$ cat src/rtl/timer_pwm_multi.sv
// timer_pwm_multi: memory-mapped counter/timer with a shared 16-bit prescaler and CHANNELS compare/PWM outputs.
// Latency: reads return on dout one cycle after r_en; writes take effect on the strobe edge.
// Backpressure: none; the register bus accepts one read or write every cycle.
//
// Ports:
//   clk, rst            system clock, asynchronous active-high reset
//   din, address, w_en  register write data, byte address, write strobe
//   r_en, dout          read strobe, registered read data (holds between reads)
//   pwm_out             per-channel compare/PWM outputs
//   pwm_en              OUTEN[CHANNELS-1:0], pin mux select at the top level
//   irq                 |(FLAGS & IRQEN)
module timer_pwm_multi #(
  parameter int WIDTH    = 16,
  parameter int CHANNELS = 2
) (
  input  logic                clk,
  input  logic                rst,
  input  logic [7:0]          din,
  input  logic [7:0]          address,
  input  logic                w_en,
  input  logic                r_en,
  output logic [7:0]          dout,
  output logic [CHANNELS-1:0] pwm_out,
  output logic [CHANNELS-1:0] pwm_en,
  output logic                irq
);

  localparam logic [WIDTH-1:0] MAX = {WIDTH{1'b1}};

  logic [1:0]          mode_q,  mode_d;
  logic [7:0]          outen_q, outen_d;
  logic [15:0]         presc_q, presc_d;
  logic [7:0]          irqen_q, irqen_d;
  logic [7:0]          flags_q, flags_d;
  logic [15:0]         pcnt_q,  pcnt_d;
  logic [WIDTH-1:0]    cnt_q,   cnt_d;
  logic [WIDTH-1:0]    cmp_buf_q [CHANNELS];
  logic [WIDTH-1:0]    cmp_buf_d [CHANNELS];
  logic [WIDTH-1:0]    cmp_act_q [CHANNELS];
  logic [WIDTH-1:0]    cmp_act_d [CHANNELS];
  logic [CHANNELS-1:0] out_q,   out_d;
  logic [7:0]          snap_q,  snap_d;
  logic [7:0]          dout_q,  dout_d;

  logic        ctc_mode, pwm_mode, running, tick, mode_chg;
  logic [7:0]  flag_set;
  logic [7:0]  rdata;
  logic [15:0] cnt16, wb16, rb16;

  assign cnt16    = 16'(cnt_q);
  assign ctc_mode = (mode_q == 2'b01);
  assign pwm_mode = (mode_q == 2'b10);
  assign running  = ctc_mode | pwm_mode;
  // >= rather than == so that lowering PRESC below the running prescaler
  // count ticks immediately instead of waiting for a 16-bit wrap.
  assign tick     = running && (pcnt_q >= presc_q);
  assign mode_chg = w_en && (address == 8'h00) && (din[1:0] != mode_q);

  // Register-file writes (compares land in the buffers only)
  always_comb begin
    mode_d    = mode_q;
    outen_d   = outen_q;
    presc_d   = presc_q;
    irqen_d   = irqen_q;
    cmp_buf_d = cmp_buf_q;
    wb16      = '0;
    if (w_en) begin
      case (address)
        8'h00:   mode_d        = din[1:0];
        8'h01:   outen_d       = din;
        8'h02:   presc_d[7:0]  = din;
        8'h03:   presc_d[15:8] = din;
        8'h04:   irqen_d       = din;
        default: ;
      endcase
      for (int k = 0; k < CHANNELS; k++) begin
        if (address == 8'(8 + 2 * k)) begin
          wb16          = 16'(cmp_buf_q[k]);
          wb16[7:0]     = din;
          cmp_buf_d[k]  = wb16[WIDTH-1:0];
        end else if ((WIDTH == 16) && (address == 8'(9 + 2 * k))) begin
          wb16          = 16'(cmp_buf_q[k]);
          wb16[15:8]    = din;
          cmp_buf_d[k]  = wb16[WIDTH-1:0];
        end
      end
    end
  end

  // Prescaler, counter, compares and outputs
  always_comb begin
    pcnt_d    = pcnt_q;
    cnt_d     = cnt_q;
    out_d     = out_q;
    cmp_act_d = cmp_act_q;
    flag_set  = '0;
    if (!running) begin
      pcnt_d    = '0;
      cnt_d     = '0;
      out_d     = '0;
      cmp_act_d = cmp_buf_q;
    end else begin
      pcnt_d = tick ? 16'd0 : pcnt_q + 16'd1;
      // CTC follows the buffers continuously; PWM only reloads at the wrap
      // so a period never sees a half-updated duty.
      if (ctc_mode) begin
        cmp_act_d = cmp_buf_q;
      end
      if (tick && ctc_mode) begin
        if (cnt_q == cmp_act_q[0]) begin
          cnt_d       = '0;
          out_d[0]    = ~out_q[0];
          flag_set[7] = 1'b1;
        end else begin
          cnt_d = cnt_q + WIDTH'(1);
        end
        for (int k = 1; k < CHANNELS; k++) begin
          if (cnt_q == cmp_act_q[k]) begin
            out_d[k] = ~out_q[k];
          end
        end
        for (int k = 0; k < CHANNELS; k++) begin
          if (cnt_q == cmp_act_q[k]) begin
            flag_set[k] = 1'b1;
          end
        end
      end else if (tick && pwm_mode) begin
        cnt_d = cnt_q + WIDTH'(1);
        if (cnt_q == MAX) begin
          // Set at the wrap wins over a compare of MAX: 100% duty.
          out_d       = '1;
          flag_set[7] = 1'b1;
          cmp_act_d   = cmp_buf_q;
        end else begin
          for (int k = 0; k < CHANNELS; k++) begin
            if (cnt_q == cmp_act_q[k]) begin
              out_d[k]    = 1'b0;
              flag_set[k] = 1'b1;
            end
          end
        end
      end
    end
    // A mode change restarts the timebase from a clean state.
    if (mode_chg) begin
      pcnt_d    = '0;
      cnt_d     = '0;
      out_d     = '0;
      cmp_act_d = cmp_buf_q;
    end
  end

  // Flags: W1C, but a hardware set on the same edge wins
  always_comb begin
    flags_d = flags_q;
    if (w_en && (address == 8'h05)) begin
      flags_d = flags_q & ~din;
    end
    flags_d = flags_d | flag_set;
  end

  // Read mux
  always_comb begin
    rdata = 8'h00;
    rb16  = '0;
    case (address)
      8'h00:   rdata = {6'b0, mode_q};
      8'h01:   rdata = outen_q;
      8'h02:   rdata = presc_q[7:0];
      8'h03:   rdata = presc_q[15:8];
      8'h04:   rdata = irqen_q;
      8'h05:   rdata = flags_q;
      8'h06:   rdata = cnt16[7:0];
      8'h07:   rdata = (WIDTH == 16) ? snap_q : 8'h00;
      default: ;
    endcase
    for (int k = 0; k < CHANNELS; k++) begin
      rb16 = 16'(cmp_buf_q[k]);
      if (address == 8'(8 + 2 * k)) begin
        rdata = rb16[7:0];
      end else if ((WIDTH == 16) && (address == 8'(9 + 2 * k))) begin
        rdata = rb16[15:8];
      end
    end
  end

  // Reading CNT_L freezes the high byte so a later CNT_H read is coherent.
  always_comb begin
    snap_d = snap_q;
    dout_d = dout_q;
    if (r_en) begin
      dout_d = rdata;
      if (address == 8'h06) begin
        snap_d = cnt16[15:8];
      end
    end
  end

  always_ff @(posedge clk or posedge rst) begin
    if (rst) begin
      mode_q  <= '0;
      outen_q <= '0;
      presc_q <= '0;
      irqen_q <= '0;
      flags_q <= '0;
      pcnt_q  <= '0;
      cnt_q   <= '0;
      out_q   <= '0;
      snap_q  <= '0;
      dout_q  <= '0;
      for (int k = 0; k < CHANNELS; k++) begin
        cmp_buf_q[k] <= '0;
        cmp_act_q[k] <= '0;
      end
    end else begin
      mode_q    <= mode_d;
      outen_q   <= outen_d;
      presc_q   <= presc_d;
      irqen_q   <= irqen_d;
      flags_q   <= flags_d;
      pcnt_q    <= pcnt_d;
      cnt_q     <= cnt_d;
      out_q     <= out_d;
      snap_q    <= snap_d;
      dout_q    <= dout_d;
      cmp_buf_q <= cmp_buf_d;
      cmp_act_q <= cmp_act_d;
    end
  end

  assign dout    = dout_q;
  assign pwm_out = out_q;
  assign pwm_en  = outen_q[CHANNELS-1:0];
  assign irq     = |(flags_q & irqen_q);

endmodule

$ cat config.mk
export PLATFORM = sky130hd
export DESIGN_NAME = timer_pwm_multi
export DESIGN_NICKNAME = d
export VERILOG_FILES = /design/src/rtl/timer_pwm_multi.sv
export SDC_FILE = /design/constraint.sdc
export NUM_CORES = 1
export LEC_CHECK = 0
export ABC_AREA = 1
export BUFFER_PORTS_ARGS = -buffer_cell sky130_fd_sc_hd__buf_2
export CAP_MARGIN = 20
export CORE_MARGIN = 2
export CORE_UTILIZATION = 35
export DETAILED_ROUTE_END_ITERATION = 7
export GPL_TIMING_DRIVEN = 0
export PLACE_DENSITY = 0.61
export SYNTH_ARGS = -nofsm -noshare
export SYNTH_HDL_FRONTEND = slang
export SYNTH_SLANG_ARGS = --single-unit
$ cat constraint.sdc
create_clock -name clk -period 5.27 [get_ports clk]
set_input_delay 0.2635 -clock clk [delete_from_list [all_inputs] [get_ports clk]]
set_output_delay 0.2635 -clock clk [all_outputs]
set_load 0.01 [all_outputs]
==> flow_summary.ini <==
[sta]
timing.setup.tns_ns = 0
max_freq_mhz = 411
layout_worst_path_cycle_share_pct = 46.1
max_slew.worst_pin.slew_ns = 0.805
final-hold-violation-count = 0
drv_slew = 0
slew_headroom_pct = 45.9
fin_crit_ns = 2.43
timing.final.setup_violations = 0
finClkSkew_ns = 0.00843
rsz0062_at_grt = no

[power_and_ir_drop]
worst_ir_drop_vdd_mv = 0.185
total_leakage_power_uw = 0.00482
p_sw_share_pct = 29.8
internal-power_uw = 2150
p_switching_uw = 913
power.density_cell_area_nw_per_um2 = 314
relative_contribution_of_combinational_cells_to_total_power_pct = 15.2
power.share.clock_pct = 40.7
seq_power_share_pct = 44.1

[layout]
drive_gt1_share_pct = 14.4
fin_util_pct = 40.5
nNetsFinal = 1210
num-fill-cells = 2515
final-seq-area_um2 = 3900
multiInputGateArea_um2 = 3760
layout.cells.most_common = sky130_fd_sc_hd__nand2_1
antenna_cells_inserted = 0
syn2layout_area_growth_pct = 14.2
most-common-layout-cells = sky130_fd_sc_hd__nand2_1, sky130_fd_sc_hd__dfrtp_1, sky130_fd_sc_hd__inv_1

[synth]
cell_type_with_the_largest_total_area_after_synthesis = sky130_fd_sc_hd__dfrtp_1
ys_async_sr_fraction_pct = 100
synth_xor_area_share_pct = 2.26
synthDistinctLibCells = 41
netlist_top_cells_area = sky130_fd_sc_hd__dfrtp_1, sky130_fd_sc_hd__nand2_1, sky130_fd_sc_hd__o21ai_0
yosysTopAreaCellShare_pct = 45.7
synth.avg_cell_area_um2 = 7.65
synth_top_family_by_area = simple AND/OR/NAND/NOR gates
syn-instance-count = 1116
synth_enable_flop_cells = 0
mappedNetlistNets = 1156
synthSimpleGateAreaFrac_pct = 24.7
syn-cell-area_um2 = 8540
synth_flop_cell = sky130_fd_sc_hd__dfrtp_1
yosys_warnings = 0
synth-seq-area-share_pct = 45.7
synthAdderAreaFrac_pct = 2.93
ff_latch_count_synth = 156
synthMuxAreaShare_pct = 0
synth-compound-area-share_pct = 14.2

[grt]
grt_pass1_wl_um = 38000
number_of_global_route_vias_before_repair = 7106
grt_antenna_before_repair = 0
grt_overflow_total = 0
global_route.usage.total_pct = 19.1
largest_net_degree_at_the_start_of_global_routing = 126

[place]
hpwl_um = 17100
gp_routability_congestion = 0.880
place.port_buffers = 30

[drt]
detail_route.wirelength_um = 23200
route.antenna.remaining_nets = 0
drtPass1Iterations = 5
drt_drc_violations_left = 0
first_iter_violations = 551
via_count = 7277
via_per_inst = 4.83
routed_wire_length_per_instance_um = 15.4

[outcome]
status = complete, no violations

[clock_tree]
maximum_number_of_buffers_from_clock_root_to_sink = 2
cts-buffers-inserted = 17
clock-root-buffer = sky130_fd_sc_hd__clkbuf_16
tritoncts = built
clk_latency_ns = 0.43
htreeDepth = 4
post_cts_setup_repair_buffer_count = 0
clock_sink_count = 156
clock_pin_slew_worst_setup_and_hold_paths_ns = 0.07

[die]
core.rowCount = 57
fp.dieH_um = 160
floorplan.initialDensity_pct = 35.4
ios = 33
die_x_um = 160
core-area_um2 = 24100
die-area_um2 = 25700

[critical_path]
arr_time_crit_path_ns = 2.73
reg2reg_depth = 12
endpoint_kind = flip-flop
timing_worst_setup_path_type = flip-flop to flip-flop
startpoint_type = flip-flop
data_required_time_of_the_critical_path_ns = 5.57
critPathMaxFanout = 8

[run]
maxCapViolations = 0

[hold_path]
worst_hold_path_type = primary input to flip-flop
whs_path_cells = 2
## synthesized netlist by cell type, drive strengths merged (2+ instances only)
library cell / count
a21oi: 39
or2: 8
o22ai: 12
buf: 20
nand2: 316
nand4: 6
a211oi: 4
nor2: 87
xor2: 17
nor3b: 4
o21ai: 150
nand3: 51
inv: 180
nor3: 22
clkbuf: 11
xnor2: 5
dfrtp: 156
a31oi: 2
ha: 20
## worst max-delay path, stage by stage (launching register included)
cell and delay, ns:
sky130_fd_sc_hd__dfrtp_1 0.44, sky130_fd_sc_hd__ha_1 0.32, sky130_fd_sc_hd__nand2_1 0.05, sky130_fd_sc_hd__inv_1 0.06
sky130_fd_sc_hd__nand3_1 0.06, sky130_fd_sc_hd__nor3_1 0.23, sky130_fd_sc_hd__nand2_1 0.10, sky130_fd_sc_hd__nand3_2 0.18
sky130_fd_sc_hd__nand4_1 0.16, sky130_fd_sc_hd__nand2_1 0.30, sky130_fd_sc_hd__inv_2 0.15, sky130_fd_sc_hd__nand2_1 0.13
sky130_fd_sc_hd__a21oi_1 0.11
## cells by family (layout without fill, tap and decap cells)
family,count (synthesis),count (layout)
and+or+nand+nor,495,495
DFF,156,156
xor gates and xnor gates,22,22
AOI/OAI and AO/OA,212,212
buffers and inverters,211,277
adders and majority gates,20,20
## state kept, by name, summed over array words and instances, names as in the netlist
register	count
cmp_act_q	32
cmp_buf_q	16
cnt16	16
dout	8
flags_q	8
irqen_q	8
mode_q	2
outen_q	8
pcnt_q	16
presc_q	16
pwm_out	2
rb16	16
snap_q	8
## final timing paths
| path | start | end | slack [ns] |
|---|---|---|---|
| worst min-delay path | din[3] | flags_q[3] | 0.01 |
| max in group asynchronous | rst | pcnt_q[14] | 4.05 |
| worst max register to register | pcnt_q[3] | cnt16[0] | 2.84 |
| min in group asynchronous | rst | dout[0] | 0.32 |
| worst min register to register | pcnt_q[0] | pcnt_q[0] | 0.46 |
| worst max-delay path | pcnt_q[3] | cnt16[0] | 2.84 |
## final cells by class
type / count / share of cell area [%]
repair buffers: 35 / 2.23
flip-flops and latches: 156 / 40.0
clock buffers: 19 / 4.54
inverters: 180 / 7.00
multi-input cells: 749 / 38.5
well taps: 324 / 4.15
clock inverters: 12 / 1.46
plain buffers: 31 / 2.08
## routing by layer
metal | part of all wire [%] | global-route usage, % | routed length [µm] | up-vias
met3 | 5.7 | 4.21 | 1330 | 21
met4 | 1.2 | 5.04 | 290 | 0
met2 | 47 | 31.2 | 10800 | 170
met1 | 46 | 25.7 | 10800 | 3440
li1 | - | - | - | 3646
met5 | 0 | 0 | 0 | -
## power by group through the flow
stage,Sequential (µW),Combinational [µW],Clock [µW]
6_report,1350,467,1250
5_1_grt,1360,540,1310
4_1_cts,1350,471,1260
3_5_place_dp,1370,465,0
3_3_place_gp,1370,451,0
2_1_floorplan,1350,345,0
## repair_timing
action                                 CTS  global route
endpoints found under the hold margin   34             0
resized for setup                        0             0
hold buffers                             4             0
## stage by stage
| step | hold WS [ns] | cell area (µm²) | cells | total power [µW] | setup slack (ns) |
|---|---|---|---|---|---|
| floorplan | 0.350 | 8540 | 1116 | 1700 | 0.800 |
| global placement | 0.448 | 9100 | 1470 | 1820 | -1.18 |
| detailed placement | 0.240 | 9130 | 1471 | 1840 | 2.81 |
| CTS | 0.00133 | 9760 | 1506 | 3090 | 2.80 |
| global route | 0.0142 | 9760 | 1506 | 3220 | 2.59 |
| finish | 0.0114 | 9760 | 1506 | 3060 | 2.84 |
Note: power is estimated with default switching activity, not from simulation.
